==> config.mk <==
export PLATFORM = sky130hd
export DESIGN_NAME = dsp_decode_flat
export DESIGN_NICKNAME = d
export VERILOG_FILES = /design/src/rtl/dsp_decode_if.sv /design/src/rtl/dsp_decode.sv /design/src/flat_wrapper.sv
export SDC_FILE = /design/constraint.sdc
export NUM_CORES = 1
export LEC_CHECK = 0
export CORE_ASPECT_RATIO = 0.75
export CORE_UTILIZATION = 25
export DETAILED_ROUTE_END_ITERATION = 10
export SETUP_SLACK_MARGIN = 0.05
export SYNTH_ARGS = -nofsm -noshare
export SYNTH_HDL_FRONTEND = slang
export SYNTH_SLANG_ARGS = --single-unit
==> constraint.sdc <==
create_clock -name clk -period 2.24 [get_ports clk]
set_input_delay 0.336 -clock clk [delete_from_list [all_inputs] [get_ports clk]]
set_output_delay 0.336 -clock clk [all_outputs]
set_load 0.03 [all_outputs]
==> src/rtl/dsp_decode_if.sv <==
// Fetch-to-decode bus for dsp_decode: the instruction/PC from fetch, the
// flush and backpressure controls, and the registered decoded bundle that
// goes on to execute.
interface dsp_decode_if #(
  parameter int INST_WORD_LEN = 32,
  parameter int MEM_ADDR_LEN  = 16
) ();

  logic [INST_WORD_LEN-1:0] instruction_in;
  logic [MEM_ADDR_LEN-1:0]  pc_in;
  logic                     flush;
  logic                     stall_in;

  logic                     hold_out;
  logic                     valid_out;
  logic [5:0]               opcode_out;
  logic [4:0]               rd_out;
  logic [4:0]               rs1_out;
  logic [4:0]               rs2_out;
  logic [MEM_ADDR_LEN-1:0]  imm_out;
  logic [MEM_ADDR_LEN-1:0]  pc_out;
  logic                     reg_write_out;
  logic                     is_branch_out;
  logic                     illegal_out;
  logic                     halt_out;

  // Pipeline side: supplies instructions and consumes the decoded bundle.
  modport master (
    output instruction_in, pc_in, flush, stall_in,
    input  hold_out, valid_out, opcode_out, rd_out, rs1_out, rs2_out,
           imm_out, pc_out, reg_write_out, is_branch_out, illegal_out,
           halt_out
  );

  // Decoder side.
  modport slave (
    input  instruction_in, pc_in, flush, stall_in,
    output hold_out, valid_out, opcode_out, rd_out, rs1_out, rs2_out,
           imm_out, pc_out, reg_write_out, is_branch_out, illegal_out,
           halt_out
  );

endinterface

==> src/rtl/dsp_decode.sv <==
// Decode stage of the DSP pipeline. Splits the instruction word into its
// fields, classifies the opcode, inserts a single bubble for a load-use
// dependency on the instruction currently in the output register, honours
// flush and execute backpressure, and parks in HALTED after issuing HALT.
module dsp_decode #(
  parameter int INST_WORD_LEN = 32,
  parameter int MEM_ADDR_LEN  = 16
) (
  input logic         clk,
  input logic         rst,
  dsp_decode_if.slave dec
);

  localparam logic [5:0] OP_NOP  = 6'h00;
  localparam logic [5:0] OP_ADD  = 6'h01;
  localparam logic [5:0] OP_SUB  = 6'h02;
  localparam logic [5:0] OP_MUL  = 6'h03;
  localparam logic [5:0] OP_MAC  = 6'h04;
  localparam logic [5:0] OP_LD   = 6'h08;
  localparam logic [5:0] OP_ST   = 6'h09;
  localparam logic [5:0] OP_JMP  = 6'h10;
  localparam logic [5:0] OP_BEQ  = 6'h11;
  localparam logic [5:0] OP_BNE  = 6'h12;
  localparam logic [5:0] OP_HALT = 6'h3F;

  typedef enum logic [1:0] {
    RUN    = 2'd0,
    HAZARD = 2'd1,
    HALTED = 2'd2
  } state_t;

  // Everything that leaves the stage in one register; all-zero is a bubble.
  typedef struct packed {
    logic                    valid;
    logic [5:0]              opcode;
    logic [4:0]              rd;
    logic [4:0]              rs1;
    logic [4:0]              rs2;
    logic [MEM_ADDR_LEN-1:0] imm;
    logic [MEM_ADDR_LEN-1:0] pc;
    logic                    reg_write;
    logic                    is_branch;
    logic                    illegal;
    logic                    halt;
  } dec_t;

  state_t state;
  state_t state_next;
  dec_t   out_q;
  dec_t   out_d;
  dec_t   decoded;

  logic [INST_WORD_LEN-1:0] word;
  logic [5:0] in_op;
  logic [4:0] in_rd;
  logic [4:0] in_rs1;
  logic [4:0] in_rs2;
  logic       writes_rd;
  logic       uses_rs1;
  logic       uses_rs2;
  logic       load_pending;
  logic       hazard;
  logic       hold;

  assign word   = dec.instruction_in;
  assign in_op  = word[31:26];
  assign in_rd  = word[25:21];
  assign in_rs1 = word[20:16];
  assign in_rs2 = word[15:11];

  // Classify the incoming opcode and build the bundle a normal load would issue.
  always_comb begin
    writes_rd         = 1'b0;
    uses_rs1          = 1'b0;
    uses_rs2          = 1'b0;
    decoded           = '0;
    decoded.valid     = 1'b1;
    decoded.opcode    = in_op;
    decoded.rd        = in_rd;
    decoded.rs1       = in_rs1;
    decoded.rs2       = in_rs2;
    decoded.imm       = MEM_ADDR_LEN'(word[15:0]);
    decoded.pc        = dec.pc_in;
    case (in_op)
      OP_NOP: begin
      end
      OP_ADD, OP_SUB, OP_MUL, OP_MAC: begin
        writes_rd = 1'b1;
        uses_rs1  = 1'b1;
        uses_rs2  = 1'b1;
      end
      OP_LD: begin
        writes_rd = 1'b1;
        uses_rs1  = 1'b1;
      end
      OP_ST: begin
        uses_rs1 = 1'b1;
        uses_rs2 = 1'b1;
      end
      OP_JMP: begin
        decoded.is_branch = 1'b1;
      end
      OP_BEQ, OP_BNE: begin
        decoded.is_branch = 1'b1;
        uses_rs1          = 1'b1;
        uses_rs2          = 1'b1;
      end
      OP_HALT: begin
        decoded.halt = 1'b1;
      end
      default: begin
        decoded.illegal = 1'b1;
      end
    endcase
    decoded.reg_write = writes_rd && (in_rd != 5'd0);
  end

  // A load-use hazard: the issued LD writes a register the next instruction reads.
  always_comb begin
    load_pending = out_q.valid && (out_q.opcode == OP_LD) && (out_q.rd != 5'd0);
    hazard       = load_pending &&
                   ((uses_rs1 && (in_rs1 == out_q.rd)) ||
                    (uses_rs2 && (in_rs2 == out_q.rd)));
  end

  // Next state and next output bundle; flush beats stall, stall beats hazard.
  always_comb begin
    state_next = state;
    out_d      = out_q;
    case (state)
      RUN: begin
        if (dec.flush) begin
          out_d      = '0;
          state_next = RUN;
        end else if (dec.stall_in) begin
          out_d      = out_q;
        end else if (hazard) begin
          out_d      = '0;
          state_next = HAZARD;
        end else begin
          out_d      = decoded;
          state_next = decoded.halt ? HALTED : RUN;
        end
      end
      HAZARD: begin
        if (dec.flush) begin
          out_d      = '0;
          state_next = RUN;
        end else if (dec.stall_in) begin
          out_d      = out_q;
        end else begin
          out_d      = decoded;
          state_next = decoded.halt ? HALTED : RUN;
        end
      end
      HALTED: begin
        out_d      = '0;
        state_next = HALTED;
      end
      default: begin
        out_d      = '0;
        state_next = RUN;
      end
    endcase
  end

  // Fetch must keep its PC while execute stalls, a bubble is being inserted, or we are halted.
  always_comb begin
    hold = 1'b0;
    if (rst && !dec.flush) begin
      hold = dec.stall_in || (hazard && (state == RUN)) || (state == HALTED);
    end
  end

  // State register; reset always lands in RUN, dropping any pending bubble or halt.
  always_ff @(posedge clk or negedge rst) begin
    if (!rst) begin
      state <= RUN;
    end else begin
      state <= state_next;
    end
  end

  // Output register holding the issued instruction or a bubble.
  always_ff @(posedge clk or negedge rst) begin
    if (!rst) begin
      out_q <= '0;
    end else begin
      out_q <= out_d;
    end
  end

  assign dec.hold_out      = hold;
  assign dec.valid_out     = out_q.valid;
  assign dec.opcode_out    = out_q.opcode;
  assign dec.rd_out        = out_q.rd;
  assign dec.rs1_out       = out_q.rs1;
  assign dec.rs2_out       = out_q.rs2;
  assign dec.imm_out       = out_q.imm;
  assign dec.pc_out        = out_q.pc;
  assign dec.reg_write_out = out_q.reg_write;
  assign dec.is_branch_out = out_q.is_branch;
  assign dec.illegal_out   = out_q.illegal;
  assign dec.halt_out      = out_q.halt;

endmodule

==> src/flat_wrapper.sv <==
// flat-port wrapper written by rule: the top's interface ports become plain ports
module dsp_decode_flat 
#(
  parameter int INST_WORD_LEN = 32,
  parameter int MEM_ADDR_LEN  = 16
)
  (clk, rst, dec_instruction_in, dec_pc_in, dec_flush, dec_stall_in, dec_hold_out, dec_valid_out, dec_opcode_out, dec_rd_out, dec_rs1_out, dec_rs2_out, dec_imm_out, dec_pc_out, dec_reg_write_out, dec_is_branch_out, dec_illegal_out, dec_halt_out);
  dsp_decode_if #(.INST_WORD_LEN(INST_WORD_LEN), .MEM_ADDR_LEN(MEM_ADDR_LEN)) dec_i ();
  input logic clk;
  input logic rst;
  input wire logic [$bits(dec_i.instruction_in)-1:0] dec_instruction_in;
  input wire logic [$bits(dec_i.pc_in)-1:0] dec_pc_in;
  input wire logic [$bits(dec_i.flush)-1:0] dec_flush;
  input wire logic [$bits(dec_i.stall_in)-1:0] dec_stall_in;
  output wire logic [$bits(dec_i.hold_out)-1:0] dec_hold_out;
  output wire logic [$bits(dec_i.valid_out)-1:0] dec_valid_out;
  output wire logic [$bits(dec_i.opcode_out)-1:0] dec_opcode_out;
  output wire logic [$bits(dec_i.rd_out)-1:0] dec_rd_out;
  output wire logic [$bits(dec_i.rs1_out)-1:0] dec_rs1_out;
  output wire logic [$bits(dec_i.rs2_out)-1:0] dec_rs2_out;
  output wire logic [$bits(dec_i.imm_out)-1:0] dec_imm_out;
  output wire logic [$bits(dec_i.pc_out)-1:0] dec_pc_out;
  output wire logic [$bits(dec_i.reg_write_out)-1:0] dec_reg_write_out;
  output wire logic [$bits(dec_i.is_branch_out)-1:0] dec_is_branch_out;
  output wire logic [$bits(dec_i.illegal_out)-1:0] dec_illegal_out;
  output wire logic [$bits(dec_i.halt_out)-1:0] dec_halt_out;
  assign dec_i.instruction_in = dec_instruction_in;
  assign dec_i.pc_in = dec_pc_in;
  assign dec_i.flush = dec_flush;
  assign dec_i.stall_in = dec_stall_in;
  assign dec_hold_out = dec_i.hold_out;
  assign dec_valid_out = dec_i.valid_out;
  assign dec_opcode_out = dec_i.opcode_out;
  assign dec_rd_out = dec_i.rd_out;
  assign dec_rs1_out = dec_i.rs1_out;
  assign dec_rs2_out = dec_i.rs2_out;
  assign dec_imm_out = dec_i.imm_out;
  assign dec_pc_out = dec_i.pc_out;
  assign dec_reg_write_out = dec_i.reg_write_out;
  assign dec_is_branch_out = dec_i.is_branch_out;
  assign dec_illegal_out = dec_i.illegal_out;
  assign dec_halt_out = dec_i.halt_out;
  dsp_decode #(.INST_WORD_LEN(INST_WORD_LEN), .MEM_ADDR_LEN(MEM_ADDR_LEN)) u_core (.clk(clk), .rst(rst), .dec(dec_i));
endmodule
After elaboration in Yosys (flattened, before gate mapping)
Index checks and enable logic that the tools add are counted.

Memory bits (writable): 0. Input bits: 52. Word-level logic and storage cells: 71. Output and inout port bits: 59. Flip-flop bits (word level): 60. Memories: 0. ROM bits: 0. Latch bits: 0.

Shifts and indexed selects: 0. Equality and inequality tests: 17. Mux-type cells: 20. Reduce and logical (&&, ||, !) cells: 22. Order comparisons: 0. $mul: 0. Div/mod/pow operators: 0. Bitwise logic cells: 0. Add/sub/neg operators: 0.

Operator list (number): 58-bit two-way mux (5); 58-bit one-hot mux with 2 select lines (1); 6-bit by 4-bit equality test with 1-bit output, second input constant (3); 6-bit by 5-bit equality test with 1-bit output, second input constant (3); 6-bit by 2-bit equality test with 1-bit output, second input constant (2); 2-bit two-way mux (6); 11-bit OR reduction (1); 5-bit equality test (2); 5-bit nonzero test (2); 1-bit logical AND (8); 8-bit OR reduction (1); 1-bit two-way mux (7); 7-bit OR reduction (1); 6-bit by 1-bit equality test with 1-bit output, second input constant (1); 6-bit by 3-bit equality test with 1-bit output, second input constant (1); 6-bit equality test, second input constant (1); 6-bit zero test (1); 3-bit inequality test, second input constant (2); 2-bit one-hot mux with 3 select lines (1); 5-bit OR reduction (1); 1-bit logical OR (3); 3-bit OR reduction (1); 2-bit by 1-bit equality test with 1-bit output, second input constant (1); 2-bit equality test, second input constant (1); 3 further kinds (3).

Logic depth before layout (Yosys ltp)
Word-level depth: 10. Depth in mapped cells: 7. Mapped depth without buffers: 5.

Worst setup path before layout
OpenSTA, ideal clock, no wires.

Path kind: reg-to-output. Start point: reg u_core.out_q, in the netlist u_core.dec.rd_out[0]. End point: out dec_hold_out. Stages on the path, launching flop included: 5. Path slack: 66 ps. Buffers on the path: 0. Arrival: 1838 ps. Data required time: 1904 ps. Path through: dfrtp_1 -> or4_1 -> o211ai_1 -> a21oi_4 -> o311a_2.

Word-level cells in the longest chain between the ends: 8. Elaborated cells on any way between the ends: 12. Classes of those cells: eq/ne (2); mux (1); reduce/logical (9).

Ends and longest elaborated chain: start: declaration (RTL line dsp_decode.sv:49) `dec_t out_q;`; start signal: assignment (RTL line dsp_decode.sv:189) `out_q <= out_d;`; 5-bit equality test, on equally long branches (RTL line dsp_decode.sv:122, dsp_decode.sv:123); 1-bit logical AND, on equally long branches (RTL line dsp_decode.sv:122, dsp_decode.sv:123); 1-bit logical OR (RTL line dsp_decode.sv:122) `((uses_rs1 && (in_rs1 == out_q.rd)) ||`; 1-bit logical AND * (RTL line dsp_decode.sv:121) `hazard = load_pending &&`; 1-bit logical AND * (RTL line dsp_decode.sv:171) `hold = dec.stall_in || (hazard && (state == RUN)) || (state == HALTED);`; 1-bit logical OR * (2 in a row) (RTL line dsp_decode.sv:171); 1-bit two-way mux * (RTL line dsp_decode.sv:170) `if (rst && !dec.flush) begin`; end: declaration (RTL line flat_wrapper.sv:15) `output wire logic [$bits(dec_i.hold_out)-1:0] dec_hold_out;`.

Mark *: on every way between the ends. The rest lies on a longest branch, timed or not.

Worst setup path after layout
Start point: reg u_core.out_q, in the netlist u_core.dec.rd_out[2]. End point: out dec_hold_out.

The elaborated chain is that of the path after synthesis.

==> metrics.csv <==
stage;metric;value;unit
status;status;finished, violations left;
status;violations;negative setup slack;
yosys;ys.flop_type;dfrtp_1;
critical_path;crit_required;1.90;ns
finish;utilization;41.1;%
finish;drive_gt1_share;16.5;%
timing;fin_tns_setup;-0.204;ns
floorplanning;initial_utilization;25.7;%
pwr;pwr-share-clk;32.2;%
yosys;synth_top_family_by_area;simple AND/OR/NAND/NOR gates;
yosys;synth_fa_ha_area_share;0;%
pwr;pwr-share-seq;45.0;%
placed_design;globalplace.congestion;0.836;
critical_path;crit_type;reg -> out;
yosys;ys_seq_area_share;52.2;%
floorplanning;num_rows;32;
timing;maxSlewViolCount;0;
clock_tree;cts_tree;yes;
yosys;synth_cell_type_count;35;
critical_path;end_kind;primary output;
yosys;synth_compound_area_share;18.4;%
yosys;syn_inst;283;
clock_tree;cts_max_level;2;
clock_tree;cts_buffers;5;
timing;setup_violations;1;
clock_tree;clockBufferDepth;2;
yosys;synth_area_leaders;dfrtp_1 (52%), nand2_1 (14%), o21ai_2 (6.0%);
clock_tree;cts_root_buf;clkbuf_16;
finish;final_area;4210;µm²
finish;layout.nets;456;
finish;antenna_cells;0;
timing;tightestPinTransition;0.721;ns
floorplanning;fp.dieH;90.9;µm
global_routing;use_met1;20.5;%
global_routing;use_met3;4.42;%
drt;vias_per_cell;4.51;
clock_tree;cts.clk_slew.worst_paths;0.07;ns
pwr;peakVddDrop;283;µV
timing;rsz0062_at_grt;true;
yosys;synth-edff-count;0;
drt;post_drt_wl_per_cell;14.7;µm
pwr;comb_power_share;22.7;%
global_routing;grt_pass1_wl;12.8;mm
placed_design;place_area;3990;µm²
floorplanning;die_w;121;µm
worst_hold_path;hold_class;in -> async;
placed_design;placed_cells;531;
pwr;p_leak;1.76;nW
clock_tree;worst_skew_pair.late_latency;0.29;ns
clock_tree;clkSinkCount;55;
pwr;power.internal;1.72;mW
global_routing;grt_pass1_vias;2473;
yosys;synth_top_area_share;52.2;%
yosys;ys.warnings.count;0;
timing;fmax;0.409;GHz
pwr;power;2.42;mW
global_routing;grt_use_met2;23.7;%
finish;seqCellArea;1380;µm²
drt;drc;0;
yosys;yosys.area.top_type;dfrtp_1;
critical_path;cp_max_fo;4;
floorplanning;dieArea;11000;µm²
flow_run;maxCapViolations;0;
finish;area_growth;59.9;%
global_routing;grt_max_degree;56;
yosys;synth_area_per_cell;9.31;µm²
timing;whs;0.257;ns
yosys;syn-num-nets;335;
yosys;syn_area;2640;µm²
yosys;yosys.area_share.simple;19.5;%
yosys;synthArstFlopShare;100;%
global_routing;busiest_layer;met2;
drt;vias;2439;
yosys;synth_mux_area_share;0;%
placed_design;portBuffers;110;
pwr;p_sw;0.698;mW
critical_path;cp_data_arrival_time;2.11;ns
timing;period_minus_slack;2.44;ns
timing;fin_crit_sh;109;%
timing;postLayoutSetupSlackWorst;-0.204;ns
floorplanning;core;10200;µm²
placed_design;dpl.hpwl;5.60;mm
yosys;synthXorXnorAreaFrac;3.66;%
pwr;power_density;573;nW/µm²
finish;multi_input_area;1130;µm²
timing;slew_headroom;52.0;%
finish;fillerInstances;1049;
global_routing;grtUsageTotal;15.0;%
global_routing;grt-ovfl-total;0;
critical_path;critPathLaunchType;register;
timing;worst_clock_skew;0.00488;ns
drt;drt-total-wl;7.97;mm
drt;drt_iter0_drc;111;
drt;drtPass1Iterations;6;
yosys;synth_seq_cells;55;
floorplanning;ios;111;
placed_design;post-place-ws;-0.351;ns
timing;finalHoldViolCount;0;
global_routing;antenna_found_initial;0;
drt;ant_nets;0;
finish;instances_no_fill;541;
pwr;switching_share;28.9;%
-- final timing paths --
path	start	end	slack (ns)	cells past startpoint
max in group asynchronous	rst	u_core.dec.rd_out[2]$_DFFE_PN0P_	1.49	2
min reg2reg	u_core.dec.imm_out[7]$_DFFE_PN0P_	u_core.dec.imm_out[7]$_DFFE_PN0P_	0.48	2
min	rst	u_core.dec.rd_out[0]$_DFFE_PN0P_	0.26	2
min in group clk	dec_instruction_in[18]	u_core.dec.rs1_out[2]$_DFFE_PN0P_	0.36	3
max	u_core.dec.rd_out[2]$_DFFE_PN0P_	dec_hold_out	-0.20	5
max reg2reg	u_core.dec.rd_out[1]$_DFFE_PN0P_	u_core.dec.pc_out[3]$_DFFE_PN0P_	0.15	8
-- power by group through the flow --
stage	Clock, mW	Combinational, mW	Sequential, mW
after floorplan	0	0.145	1.21
after global placement	0	0.548	1.10
after detailed placement	0	0.553	1.11
after CTS	0.815	0.557	1.09
after global routing	0.852	0.593	1.10
final	0.779	0.549	1.09
-- worst max-delay path: stages (launching register included) --
cell and delay, ns:
dfrtp_2 0.44, or4_1 0.49, o211ai_1 0.30, a21oi_4 0.06
o311a_4 0.38, buf_12 0.14
-- flip-flops by register name, summed over array words and instances (netlist names) --
| name | count |
|---|---|
| u_core.dec.valid_out | 1 |
| u_core.dec.rs1_out | 5 |
| u_core.dec.illegal_out | 1 |
| u_core.state | 2 |
| u_core.dec.imm_out | 15 |
| u_core.dec.halt_out | 1 |
| u_core.dec.is_branch_out | 1 |
| u_core.dec.pc_out | 16 |
| u_core.dec.rs2_out | 1 |
| u_core.dec.opcode_out | 6 |
| u_core.dec.rd_out | 5 |
| u_core.dec.reg_write_out | 1 |
-- synthesized netlist by cell type, types with 2 or more instances --
| master | number |
|---|---|
| a21oi_1 | 2 |
| a22o_1 | 2 |
| buf_4 | 6 |
| buf_6 | 6 |
| clkbuf_1 | 11 |
| dfrtp_1 | 55 |
| inv_1 | 3 |
| nand2_1 | 97 |
| nand3_1 | 2 |
| nor2_1 | 4 |
| nor3_1 | 2 |
| nor3b_1 | 2 |
| nor4_1 | 2 |
| nor4b_1 | 2 |
| o211ai_1 | 3 |
| o21ai_0 | 22 |
| o21ai_1 | 12 |
| o21ai_2 | 18 |
| o21bai_1 | 2 |
| o2bb2ai_1 | 2 |
| o31ai_1 | 2 |
| or2_2 | 2 |
| or3_1 | 2 |
| or4_1 | 2 |
| xor2_1 | 10 |
-- logic make-up after synthesis --
kind of cell | count (synthesis)
AOI/OAI and AO/OA | 70
xor gates and xnor gates | 11
buffers and inverters | 26
DFF | 55
and+or+nand+nor | 121
-- cell type report --
type	instances	share of cell area, %
sequential	55	32.8
timing repair buffer	137	32.7
multi-input combinational	202	26.8
tap	136	4.04
clock buffer	5	2.97
clock inverter	3	0.475
inverter	3	0.267
-- repair_timing --
item,CTS,global route
setup endpoints to repair,25,18
gates cloned,0,2
hold buffers,0,0
pin swaps,6,0
setup buffers,0,0
gates resized for setup,7,4
-- per-layer routing --
metal / part of all wire (%) / wire length, µm / up-vias
met5: 0 / 0 / -
met4: 0.60 / 48 / 0
met3: 6.9 / 547 / 7
met2: 45 / 3580 / 78
met1: 48 / 3800 / 1170
li1: - / - / 1184
-- layout by cell type, fill, tap and decap left out, types with 3 or more instances in the layout --
master | netlist | routed
o211ai_1 | 3 | 3
buf_4 | 6 | 22
xor2_1 | 10 | 10
dfrtp_2 | 0 | 3
nor2_1 | 4 | 4
inv_1 | 3 | 3
clkdlybuf4s50_1 | 0 | 103
nand2_1 | 97 | 97
dlygate4sd2_1 | 0 | 4
o21ai_1 | 12 | 12
dfrtp_1 | 55 | 52
o21ai_2 | 18 | 18
o21ai_0 | 22 | 22
clkbuf_16 | 0 | 7
buf_12 | 0 | 4
(Power assumes the default switching activity.)
